$ cat config.mk
export PLATFORM = sky130hd
export DESIGN_NAME = bus_master_arbiter
export DESIGN_NICKNAME = d
export VERILOG_FILES = /design/src/rtl/bus_master_arbiter.sv
export SDC_FILE = /design/constraint.sdc
export NUM_CORES = 1
export LEC_CHECK = 0
export CORE_UTILIZATION = 60
export DETAILED_ROUTE_END_ITERATION = 8
export GPL_ROUTABILITY_DRIVEN = 1
export PLACE_DENSITY = 0.82
export SLEW_MARGIN = 20
export SYNTH_ARGS = -nofsm -noshare
export SYNTH_HDL_FRONTEND = slang
export SYNTH_SLANG_ARGS = --single-unit
$ cat constraint.sdc
create_clock -name SYSCLK -period 2.7 [get_ports SYSCLK]
set_clock_uncertainty 0.15 [all_clocks]
set_input_delay 0.405 -clock SYSCLK [delete_from_list [all_inputs] [get_ports SYSCLK]]
set_output_delay 0.405 -clock SYSCLK [all_outputs]
set_load 0.01 [all_outputs]
$ cat src/rtl/bus_master_arbiter.sv
// 68000-style bus mastership arbiter: nBR/nBG/nBGACK handshake gated by the 7 MHz falling strobe.
// Optional build macro PI_MIN_OWN_EN: guarantees the Pi MIN_OWN_CLKS 7 MHz clocks between grants.
module bus_master_arbiter #(
    parameter int SYNC_STAGES  = 2,
    parameter int BG_TIMEOUT   = 4095,
    parameter int SETTLE_CLKS  = 2,
    parameter int MIN_OWN_CLKS = 8
) (
    input  logic SYSCLK,
    input  logic RESET,
    input  logic MC_CLK_FALLING,
    input  logic nBR_IN,
    input  logic nBGACK_IN,
    input  logic nAS_IN,
    input  logic ENGINE_BUSY,
    input  logic DENY_GRANT,
    output logic ENGINE_HOLD,
    output logic BG_DRIVE,
    output logic EXT_MASTER,
    output logic GRANT_TIMEOUT,
    input  logic CLR_TIMEOUT
);

    localparam int TW = $clog2(BG_TIMEOUT + 1);
    localparam int SW = $clog2(SETTLE_CLKS + 1);
    localparam logic [TW-1:0] TMO_MAX     = TW'(BG_TIMEOUT);
    localparam logic [TW-1:0] TMO_LAST    = TW'(BG_TIMEOUT - 1);
    localparam logic [SW-1:0] SETTLE_LAST = SW'(SETTLE_CLKS - 1);

    typedef enum logic [2:0] {
        ST_IDLE,
        ST_DRAIN,
        ST_GRANT,
        ST_WAIT_BGACK,
        ST_OWNED,
        ST_RELEASE
    } state_t;

    state_t state;

    logic [SYNC_STAGES-1:0] br_sync;
    logic [SYNC_STAGES-1:0] bgack_sync;
    logic [SYNC_STAGES-1:0] as_sync;
    logic br;
    logic bgack;
    logic as;

    logic [TW-1:0] bg_cnt;
    logic [SW-1:0] settle_cnt;
    logic          own_free;
    logic          chain_ok;

    // Raw pins idle high, so the synchronisers reset to the inactive level.
    always_ff @(posedge SYSCLK) begin
        if (RESET) begin
            br_sync    <= '1;
            bgack_sync <= '1;
            as_sync    <= '1;
        end else begin
            br_sync    <= {br_sync[SYNC_STAGES-2:0], nBR_IN};
            bgack_sync <= {bgack_sync[SYNC_STAGES-2:0], nBGACK_IN};
            as_sync    <= {as_sync[SYNC_STAGES-2:0], nAS_IN};
        end
    end

    assign br    = ~br_sync[SYNC_STAGES-1];
    assign bgack = ~bgack_sync[SYNC_STAGES-1];
    assign as    = ~as_sync[SYNC_STAGES-1];

`ifdef PI_MIN_OWN_EN
    localparam int MW = $clog2(MIN_OWN_CLKS + 1);
    logic [MW-1:0] min_own_cnt;

    always_ff @(posedge SYSCLK) begin
        if (RESET) begin
            min_own_cnt <= '0;
        end else if (state == ST_RELEASE && MC_CLK_FALLING && settle_cnt == SETTLE_LAST) begin
            min_own_cnt <= MW'(MIN_OWN_CLKS);
        end else if (MC_CLK_FALLING && min_own_cnt != '0) begin
            min_own_cnt <= min_own_cnt - 1'b1;
        end
    end

    assign own_free = (min_own_cnt == '0);
    assign chain_ok = 1'b0;
`else
    // Without the ownership guard, MIN_OWN_CLKS has no effect.
    assign own_free = (MIN_OWN_CLKS >= 0);
    assign chain_ok = br && !DENY_GRANT;
`endif

    always_ff @(posedge SYSCLK) begin
        if (RESET) begin
            state         <= ST_IDLE;
            ENGINE_HOLD   <= 1'b0;
            BG_DRIVE      <= 1'b0;
            EXT_MASTER    <= 1'b0;
            GRANT_TIMEOUT <= 1'b0;
            bg_cnt        <= '0;
            settle_cnt    <= '0;
        end else begin
            // NOTE: the later non-blocking assignment in this block wins, so a
            // timeout raised below overrides a clear in the same cycle.
            if (CLR_TIMEOUT) GRANT_TIMEOUT <= 1'b0;

            case (state)
                ST_IDLE: begin
                    if (br && !DENY_GRANT && own_free) begin
                        ENGINE_HOLD <= 1'b1;
                        state       <= ST_DRAIN;
                    end
                end
                ST_DRAIN: begin
                    if (!br) begin
                        ENGINE_HOLD <= 1'b0;
                        state       <= ST_IDLE;
                    end else if (!ENGINE_BUSY && !as) begin
                        state <= ST_GRANT;
                    end
                end
                ST_GRANT: begin
                    if (MC_CLK_FALLING) begin
                        BG_DRIVE <= 1'b1;
                        bg_cnt   <= '0;
                        state    <= ST_WAIT_BGACK;
                    end
                end
                ST_WAIT_BGACK: begin
                    if (bg_cnt != TMO_MAX) bg_cnt <= bg_cnt + 1'b1;
                    if (bgack && !as) begin
                        BG_DRIVE   <= 1'b0;
                        EXT_MASTER <= 1'b1;
                        state      <= ST_OWNED;
                    end else if (!br && !bgack) begin
                        BG_DRIVE   <= 1'b0;
                        settle_cnt <= '0;
                        state      <= ST_RELEASE;
                    end else if (bg_cnt == TMO_LAST) begin
                        BG_DRIVE      <= 1'b0;
                        GRANT_TIMEOUT <= 1'b1;
                        settle_cnt    <= '0;
                        state         <= ST_RELEASE;
                    end
                end
                ST_OWNED: begin
                    if (!bgack) begin
                        EXT_MASTER <= 1'b0;
                        settle_cnt <= '0;
                        state      <= ST_RELEASE;
                    end
                end
                ST_RELEASE: begin
                    if (MC_CLK_FALLING) begin
                        if (settle_cnt == SETTLE_LAST) begin
                            if (chain_ok) begin
                                state <= ST_GRANT;
                            end else begin
                                ENGINE_HOLD <= 1'b0;
                                state       <= ST_IDLE;
                            end
                        end else begin
                            settle_cnt <= settle_cnt + 1'b1;
                        end
                    end
                end
                default: begin
                    ENGINE_HOLD <= 1'b0;
                    BG_DRIVE    <= 1'b0;
                    EXT_MASTER  <= 1'b0;
                    state       <= ST_IDLE;
                end
            endcase
        end
    end

endmodule

# Yosys cells after proc, flatten, opt, wreduce, memory -nomap -nowiden
# Cells that the tools add are included.
totals:
  in_bits: 9
  elab_cells: 98
  output_inout_bits: 4
  register_bits: 27
classes:
  add_sub_neg: 2
  bitwise: 5
  reduce_logical: 18
  n_eq_ne: 22
  muxes: 41
ops:
  columns: ["cell", "n"]
  rows:
  - ["3-bit two-way mux", 10]
  - ["12-bit two-way mux", 2]
  - ["12-bit case mux with 2 select lines", 1]
  - ["2-bit != test (second input constant)", 11]
  - ["3-bit case mux with 6 select lines", 1]
  - ["1-bit two-way mux", 16]
  - ["2-bit two-way mux", 7]
  - ["12-bit by 1-bit adder with 12-bit output (second input constant)", 1]
  - ["12-bit == test (second input constant)", 1]
  - ["12-bit != test (second input constant)", 1]
  - ["6-bit AND reduction", 2]
  - ["3-bit AND reduction", 3]
  - ["4-bit OR reduction", 2]
  - ["7-bit AND reduction", 1]
  - ["3-bit by 2-bit == test with 1-bit output (second input constant)", 2]
  - ["3-bit == test (second input constant)", 2]
  - ["3-bit != test (second input constant)", 2]
  - ["1-bit case mux with 3 select lines", 2]
  - ["2-bit case mux with 3 select lines", 1]
  - ["1-bit inverter", 5]
  - ["1-bit logical AND", 4]
  - ["4-bit != test (second input constant)", 1]
  - ["1-bit case mux with 4 select lines", 1]
  - ["3-bit by 1-bit == test with 1-bit output (second input constant)", 1]
  - ["other kinds (7)", 8]

# Depth between registers and ports, before layout
# Gate-level depths: netlist (run 1).
logic_depth:
  depth_word: 6
  depth_mapped: 6
  depth_no_buf: 6

# Worst setup path after synthesis (run 1)
# No wires, ideal clock.
synth_timing:
  kind: "reg-to-reg"
  startpoint: "reg bg_cnt[0]"
  endpoint: "reg bg_cnt[9]"
  n_path_buf: 1
  setup_ns: 0.121
  setup_slack_ns: 0.959
  required_ns: 2.429
  stages_incl_launch_ff: 7
  arrival_ns: 1.470
  synth_period_minus_slack_ns: 1.741
  cell_sequence: "dfxtp_1 ha_1 nand3_1 nor4_4 buf_6 nor4_2 mux2_4"
synth_between:
  elab_chain_len: 3
  word_cells_on_any_way: 6
  cone_classes: "add/sub (1); eq/ne (2); mux (2); reduce/logical (1)"
synth_rtl:
  columns: ["item", "line", "rtl"]
  rows:
  - ["start, declared", "48", "logic [TW-1:0] bg_cnt;"]
  - ["start signal, assigned", "129", "if (bg_cnt != TMO_MAX) bg_cnt <= bg_cnt + 1'b1;"]
  - ["12-bit by 1-bit adder with 12-bit output / 12-bit != test (equally long branches)", "129", null]
  - ["12-bit two-way mux / 2-bit != test (equally long branches)", null, null]
  - ["12-bit case mux with 2 select lines / 3-bit AND reduction (equally long branches)", null, null]
# Several ways; a longest one is shown, not always the timed one. The select of a mux whose other input is x is not followed.
# A chain may end at the register's enable or synchronous reset.

# Worst setup path after layout (run 1)
layout_timing:
  startpoint: "reg state[1]"
  endpoint: "reg bg_cnt[3]"
layout_between:
  elab_chain_len: 3
  word_cells_on_any_way: 7
  cone_classes: "eq/ne (4); mux (1); reduce/logical (2)"
layout_rtl:
  columns: ["item", "line", "rtl"]
  rows:
  - ["start, declared", "39", "state_t state;"]
  - ["start signal, assigned", "94", "state <= ST_IDLE;"]
  - ["start signal, assigned", "110", "state <= ST_DRAIN;"]
  - ["start signal, assigned", "116", "state <= ST_IDLE;"]
  - ["3-bit by 2-bit == test with 1-bit output", "106", "case (state)"]
  - ["2-bit != test (no source line) / 2-bit nonzero test (equally long branches)", null, null]
  - ["3-bit AND reduction (no source line)", null, null]
# Several ways; a longest one is shown, not always the timed one.

==> results of run 1 <==
-- cell usage in the layout (no fill, tap or decap), types with 4 or more instances in the layout --
master / Yosys / layout
a21oi_1: 15 / 15
clkdlybuf4s50_1: 0 / 12
o21ai_0: 6 / 6
or3_1: 7 / 7
nand2b_1: 4 / 4
nand4_1: 5 / 5
nor2_1: 5 / 5
o31ai_1: 6 / 6
and3_1: 4 / 4
nand2_1: 12 / 12
or2_2: 8 / 8
dfxtp_1: 27 / 27
or4_1: 6 / 6
inv_1: 8 / 8
-- synthesized netlist by cell type (all sizes together) (3+ instances only) --
cell type  count  area share, %
o21ai          8            2.6
nor3           3           0.96
inv            8            1.9
nand2         13            3.3
nand2b         4            1.6
nand3          4            2.1
or3            7            2.8
clkbuf         5            1.2
a21oi         15            4.8
nor2b          3            1.2
or4            6            2.9
buf            4            2.2
or2            8            3.2
and3           4            1.6
nor2           5            1.2
o31ai          7            3.7
mux2i          3            1.9
ha             3            2.4
dfxtp         27             35
nand4          7            3.6
a31oi          3            1.2
-- stage by stage --
| stage | utilization [%] | setup slack (ns) |
|---|---|---|
| after global placement | 67.9 | 0.523 |
| final | 69.0 | 0.500 |
| after CTS | 69.0 | 0.543 |
| after detailed placement | 67.9 | 0.472 |
| after floorplan | - | 0.959 |
| after global routing | 69.0 | 0.406 |
-- flip-flops by register name (all words and copies together) (netlist names) --
| register | flops |
|---|---|
| EXT_MASTER | 1 |
| settle_cnt | 2 |
| bg_cnt | 12 |
| as_sync | 2 |
| ENGINE_HOLD | 1 |
| br_sync | 2 |
| bgack_sync | 2 |
| GRANT_TIMEOUT | 1 |
| BG_DRIVE | 1 |
| state | 3 |
-- area by class of cell --
class	count	area (um^2)	share of cell area [%]
sequential	27	541	31.6
tap	30	37.5	2.19
clock buffer	3	22.5	1.32
timing repair buffer	14	135	7.90
clock inverter	1	5.00	0.293
multi-input combinational	135	940	54.9
inverter	8	30.0	1.76
-- report_power, final --
group	leakage [nW]	switching [mW]	internal, mW
registers	0.219	0.0281	0.410
clock network	0.0177	0.128	0.0557
logic	0.343	0.0404	0.0519
-- per-layer routing --
layer | track usage, % | up-vias
met5 | 0 | -
met4 | 3.95 | 0
met3 | 3.74 | 4
met2 | 41.8 | 38
met1 | 32.4 | 648
li1 | - | 705
-- worst min-delay path by stage --
stage	start	endpoint
finish	as_sync[0]$_SDFF_PP1_	as_sync[1]$_SDFF_PP1_
global route	as_sync[0]$_SDFF_PP1_	as_sync[1]$_SDFF_PP1_
CTS	as_sync[0]$_SDFF_PP1_	as_sync[1]$_SDFF_PP1_
detailed placement	as_sync[0]$_SDFF_PP1_	as_sync[1]$_SDFF_PP1_
global placement	br_sync[0]$_SDFF_PP1_	br_sync[1]$_SDFF_PP1_
floorplan	as_sync[0]$_SDFF_PP1_	as_sync[1]$_SDFF_PP1_
-- cell families (layout without fill, tap and decap cells) --
family          Yosys count  in the layout  share of synthesized area [%]
simple gates             76             76                           32.0
compound gates           51             51                           22.1
flops                    27             27                           34.6
buf+inv                  17             26                           5.36
mux                       5              5                           3.60
fa+ha+maj                 3              3                           2.40
==> results_dict.tcl, run 1 <==
set metrics [dict create \
    run_status "complete, no violations" \
    hpwl_mm 2.35 \
    tritoncts_num_sinks 27 \
    grt_max_degree 22 \
    highest_layer_used_for_signal_routing "met4" \
    avgSynthCellArea_um2 8.74 \
    drt_pass1_iterations 4 \
    layout-drive-gt1-share_pct 12.8 \
    detail_route.drc_violations 0 \
    numPortBuffers 12 \
    regToRegSetupSlack_ns 0.50 \
    cts_resized 0 \
    worstReg2RegStart "state[1]$_SDFFE_PP0P_" \
    ctsRootBufferMaster "clkbuf_4" \
    row_count 18 \
    dpl.cell_count 214 \
    post_synth_inst_count 179 \
    drt_iter0_drc 28 \
    worst-endpoint-arrival_ns 2.33 \
    category_of_the_worst_setup_path_capture_point "flop" \
    vias_per_cell 6.40 \
    holdWs_ns 0.279 \
    grt_pass1_wl_mm 5.12 \
    gpl.final_weighted_congestion 0.910 \
    achievable-frequency_mhz 455 \
    placed_cell_area_mm2 0.00168 \
    total_power_uw 714 \
    report.final.setup_viol 0 \
    power.leakage_nw 0.580 \
    chip_width_um 53.1 \
    max-clock-path-buffers 2 \
    timing.final.crit_share_pct 81.5 \
    final-instance-count-excl-fill 218 \
    die_h_um 53.1 \
    clk_pin_slew_worst_paths_ns 0.16 \
    postSynthRegisterBits 27 \
    synth.yosys.warnings 0 \
    num-fill-cells 220 \
    min_delay_path_depth 1 \
    timing.setup.tns_ns 0 \
    max-slew-margin-rel_pct 56.0 \
    antenna_nets_post_route 0 \
    routed-wl-met3_um 131 \
    cp.depth 4 \
    number_of_nets_in_the_finished_design 201 \
    placeableCoreArea_mm2 0.00248 \
    synthArstFlopShare_pct 0 \
    critical_path.slowest_cell "dfxtp_1" \
    max-vdd-ir-drop_uv 320 \
    grt.overflow.total 0 \
    worst-endpoint-required_ns 2.83 \
    synth.distinct_cells 54 \
    mappedNetlistNets 191 \
    number_of_global_route_vias_before_repair 1156 \
    power.density_mw_per_mm2 417 \
    cap_violations 0 \
    start_util_pct 63.1 \
    timing_max_transition_violations_final 0 \
    setup.worst_path.end "bg_cnt[3]$_SDFFE_PP0P_" \
    routed_wire_length_per_instance_um 15.0 \
    num_antenna_cells 0 \
    worst_reg_to_reg_cells 4 \
    timing.critical_path.max_delay_family "simple AND/OR/NAND/NOR gates" \
    count_of_buffer_and_inverter_cells_on_the_critical_path 0 \
    sequential_cell_area_fraction_in_the_yosys_report_pct 34.6 \
    postCtsHoldBufs 0 \
    io-pin-count 13 \
    dieArea_mm2 0.00281 \
    startpoint "state[1]$_SDFFE_PP0P_" \
    regToRegEndpoint "bg_cnt[3]$_SDFFE_PP0P_" \
    synth-edff-count 0 \
    critical_path_class "reg -> reg" \
    clock_buffers_created_by_tritoncts 3 \
    met1Wirelength_mm 1.59 \
    worst-slew-pin-transition_ns 0.660 \
    layout_min_cycle_time_ns 2.20 \
    area_growth_pct 9.36 \
    synth.cell_area_mm2 0.00156 \
    vias 1395 \
    global_route.usage.total_pct 24.4 \
    cp-start-kind "flop" \
    dominantRegCellSynth "dfxtp_1" \
    worstSkewPairLatency_ns 0.33 \
    wl_met2_mm 1.52 \
    htree_num_levels 1 \
    postRouteWirelength_mm 3.27 \
    finalInstanceArea_mm2 0.00171 \
    cts_post_setup_buffers_inserted 0 \
    timing_hold_violations_final 0 \
    hp-class "reg -> reg" \
    grt_setup_unrepaired "false" \
    worstPathMaxFanout 17 \
    antenna_found_initial 0 \
    tritoncts "yes" \
    worstPathCellList "and2b_1 -> nand2_2 -> or4_1 -> a21oi_1" \
    slowest_delay_ns 0.68 \
]
Power figures use the tool's default switching activity.
==> run 2, diff against run 1 <==
- CORE_UTILIZATION: 60 -> 51
- PLACE_DENSITY: 0.82 -> 0.74
- clock period: 2.7 -> 1.85 ns (I/O delays scaled with it)
==> results_dict.tcl, run 2 (synthesis gave the netlist of run 1 again) <==
set metrics [dict create \
    category_of_the_worst_setup_path_capture_point "flop" \
    grt_pass1_wl_mm 5.80 \
    detail_route.drc_violations 1 \
    hp-class "reg -> reg" \
    num-fill-cells 234 \
    number_of_global_route_vias_before_repair 1313 \
    timing_hold_violations_final 0 \
    postCtsHoldBufs 0 \
    power.leakage_nw 0.653 \
    net-switching-power_uw 277 \
    cp-start-kind "flop" \
    htree_num_levels 1 \
    multiInputGateArea_um2 986 \
    global_route.usage.total_pct 22.2 \
    worst-endpoint-arrival_ns 1.92 \
    dieArea_mm2 0.00329 \
    reg_top3 "bg_cnt x12, state x3" \
    worst-slew-pin-transition_ns 0.387 \
    seqCellArea_um2 551 \
    row_count 19 \
    run_status "finished with violations" \
    chip_width_um 57.4 \
    critical_path_class "reg -> reg" \
    max-slew-margin-rel_pct 74.2 \
    layout_min_cycle_time_ns 1.81 \
    min_delay_path_depth 1 \
    holdWs_ns 0.280 \
    numPortBuffers 12 \
    worstPathMaxFanout 8 \
    worst-endpoint-required_ns 1.97 \
    drt_iter0_drc 114 \
    pwr-share-seq_pct 58.0 \
    postLayoutSetupSlackWorst_ns 0.0437 \
    layout-drive-gt1-share_pct 24.5 \
    grt_setup_unrepaired "true" \
    total_power_mw 1.06 \
    gpl.final_weighted_congestion 0.853 \
    tritoncts "yes" \
    timing_max_transition_violations_final 0 \
    max-clock-path-buffers 2 \
    violations "DRC" \
    drt_pass1_iterations 7 \
    mostFrequentLayoutCell "dfxtp_1" \
    power_frac_clock_pct 23.8 \
    ctsRootBufferMaster "clkbuf_4" \
    clk_pin_slew_worst_paths_ns 0.14 \
    max-vdd-ir-drop_uv 438 \
    postRouteWirelength_mm 3.50 \
    area_growth_pct 20.6 \
    clock_buffers_created_by_tritoncts 3 \
    io-pin-count 13 \
    slowest_delay_ns 0.50 \
    placeableCoreArea_mm2 0.00283 \
    regMostFlops "bg_cnt" \
    num_antenna_cells 0 \
    hpwl_mm 2.55 \
    comb_power_share_pct 18.3 \
    power.density_mw_per_mm2 560 \
    number_of_flip_flops_under_the_largest_register_name 12 \
    achievable-frequency_mhz 554 \
    layout.cells.most_common_list "dfxtp_1 (23), buf_4 (18), a21oi_1 (14)" \
    worst_reg_to_reg_cells 5 \
    report.final.setup_viol 0 \
    vias_per_cell 6.21 \
    post_place_worst_slack_ns -0.183 \
    number_of_nets_in_the_finished_design 217 \
    die_h_um 57.4 \
    netSwitchingFraction_pct 26.3 \
    grt.overflow.total 0 \
    design_internal_power_uw 779 \
    start_util_pct 55.3 \
    tritoncts_num_sinks 27 \
    worstSkewPairLatency_ns 0.32 \
    cap_violations 0 \
    antenna_found_initial 0 \
    critical_path.slowest_cell "or4_1" \
    antenna_nets_post_route 0 \
    timing.final.crit_share_pct 97.6 \
    grt_max_degree 15 \
    cts_post_setup_buffers_inserted 0 \
    fin_util_pct 66.7 \
    routed_wire_length_per_instance_um 14.9 \
    cts_resized 0 \
    worstPathCellList "ha_2 -> and3_1 -> o31ai_4 -> or4_1 -> a21oi_2" \
    vias 1460 \
]
## run 2: power groups by stage
stage,clock (mW),combinational (mW),sequential [mW]
after floorplan,0,0.122,0.622
after global placement,0,0.184,0.627
after detailed placement,0,0.188,0.628
after CTS,0.261,0.189,0.615
after global routing,0.279,0.206,0.615
final,0.251,0.193,0.612
## run 2: cell type report
type                       instances  share of cell area (%)
inverter                           8                    1.59
sequential                        27                    29.2
clock buffer                       4                    1.39
timing repair buffer              30                    13.5
tap                               31                    2.06
multi-input combinational        135                    52.3
## run 2: metrics by stage
step	cell area, um^2	instances	setup TNS (ns)
2_1_floorplan	1560	179	0
3_3_place_gp	1800	231	-1.01
3_5_place_dp	1800	231	-1.45
4_1_cts	1830	235	0
5_1_grt	1890	235	-0.108
6_report	1890	235	0
## run 2: path summary, 6_finish.rpt
path	from	end	slack, ns
worst max-delay path	bg_cnt[0]$_SDFFE_PP0P_	bg_cnt[10]$_SDFFE_PP0P_	0.04
worst min-delay path	as_sync[0]$_SDFF_PP1_	as_sync[1]$_SDFF_PP1_	0.28
worst max register to register	bg_cnt[0]$_SDFFE_PP0P_	bg_cnt[10]$_SDFFE_PP0P_	0.04
worst min register to register	as_sync[0]$_SDFF_PP1_	as_sync[1]$_SDFF_PP1_	0.28
## run 2: routing by layer
layer	up-vias	track usage, %	share of wire, %
met5	-	0	0
met1	678	32.0	47
li1	731	-	-
met3	2	2.27	6.1
met4	0	6.27	0.49
met2	49	35.2	46
## run 2: critical path, delay by kind of cell (launching register included)
kind | cells | cell delay [ns]
AO/OA/AOI/OAI | 2 | 0.28
AND/OR/NAND/NOR | 2 | 0.72
flip-flops | 1 | 0.39
adder cells (fa/ha/maj) | 1 | 0.21
==> run 3, diff against run 2 <==
- CORE_MARGIN: default -> 1
==> results of run 3 <==
The final DEF is identical to that of run 2; final timing and power are the same.
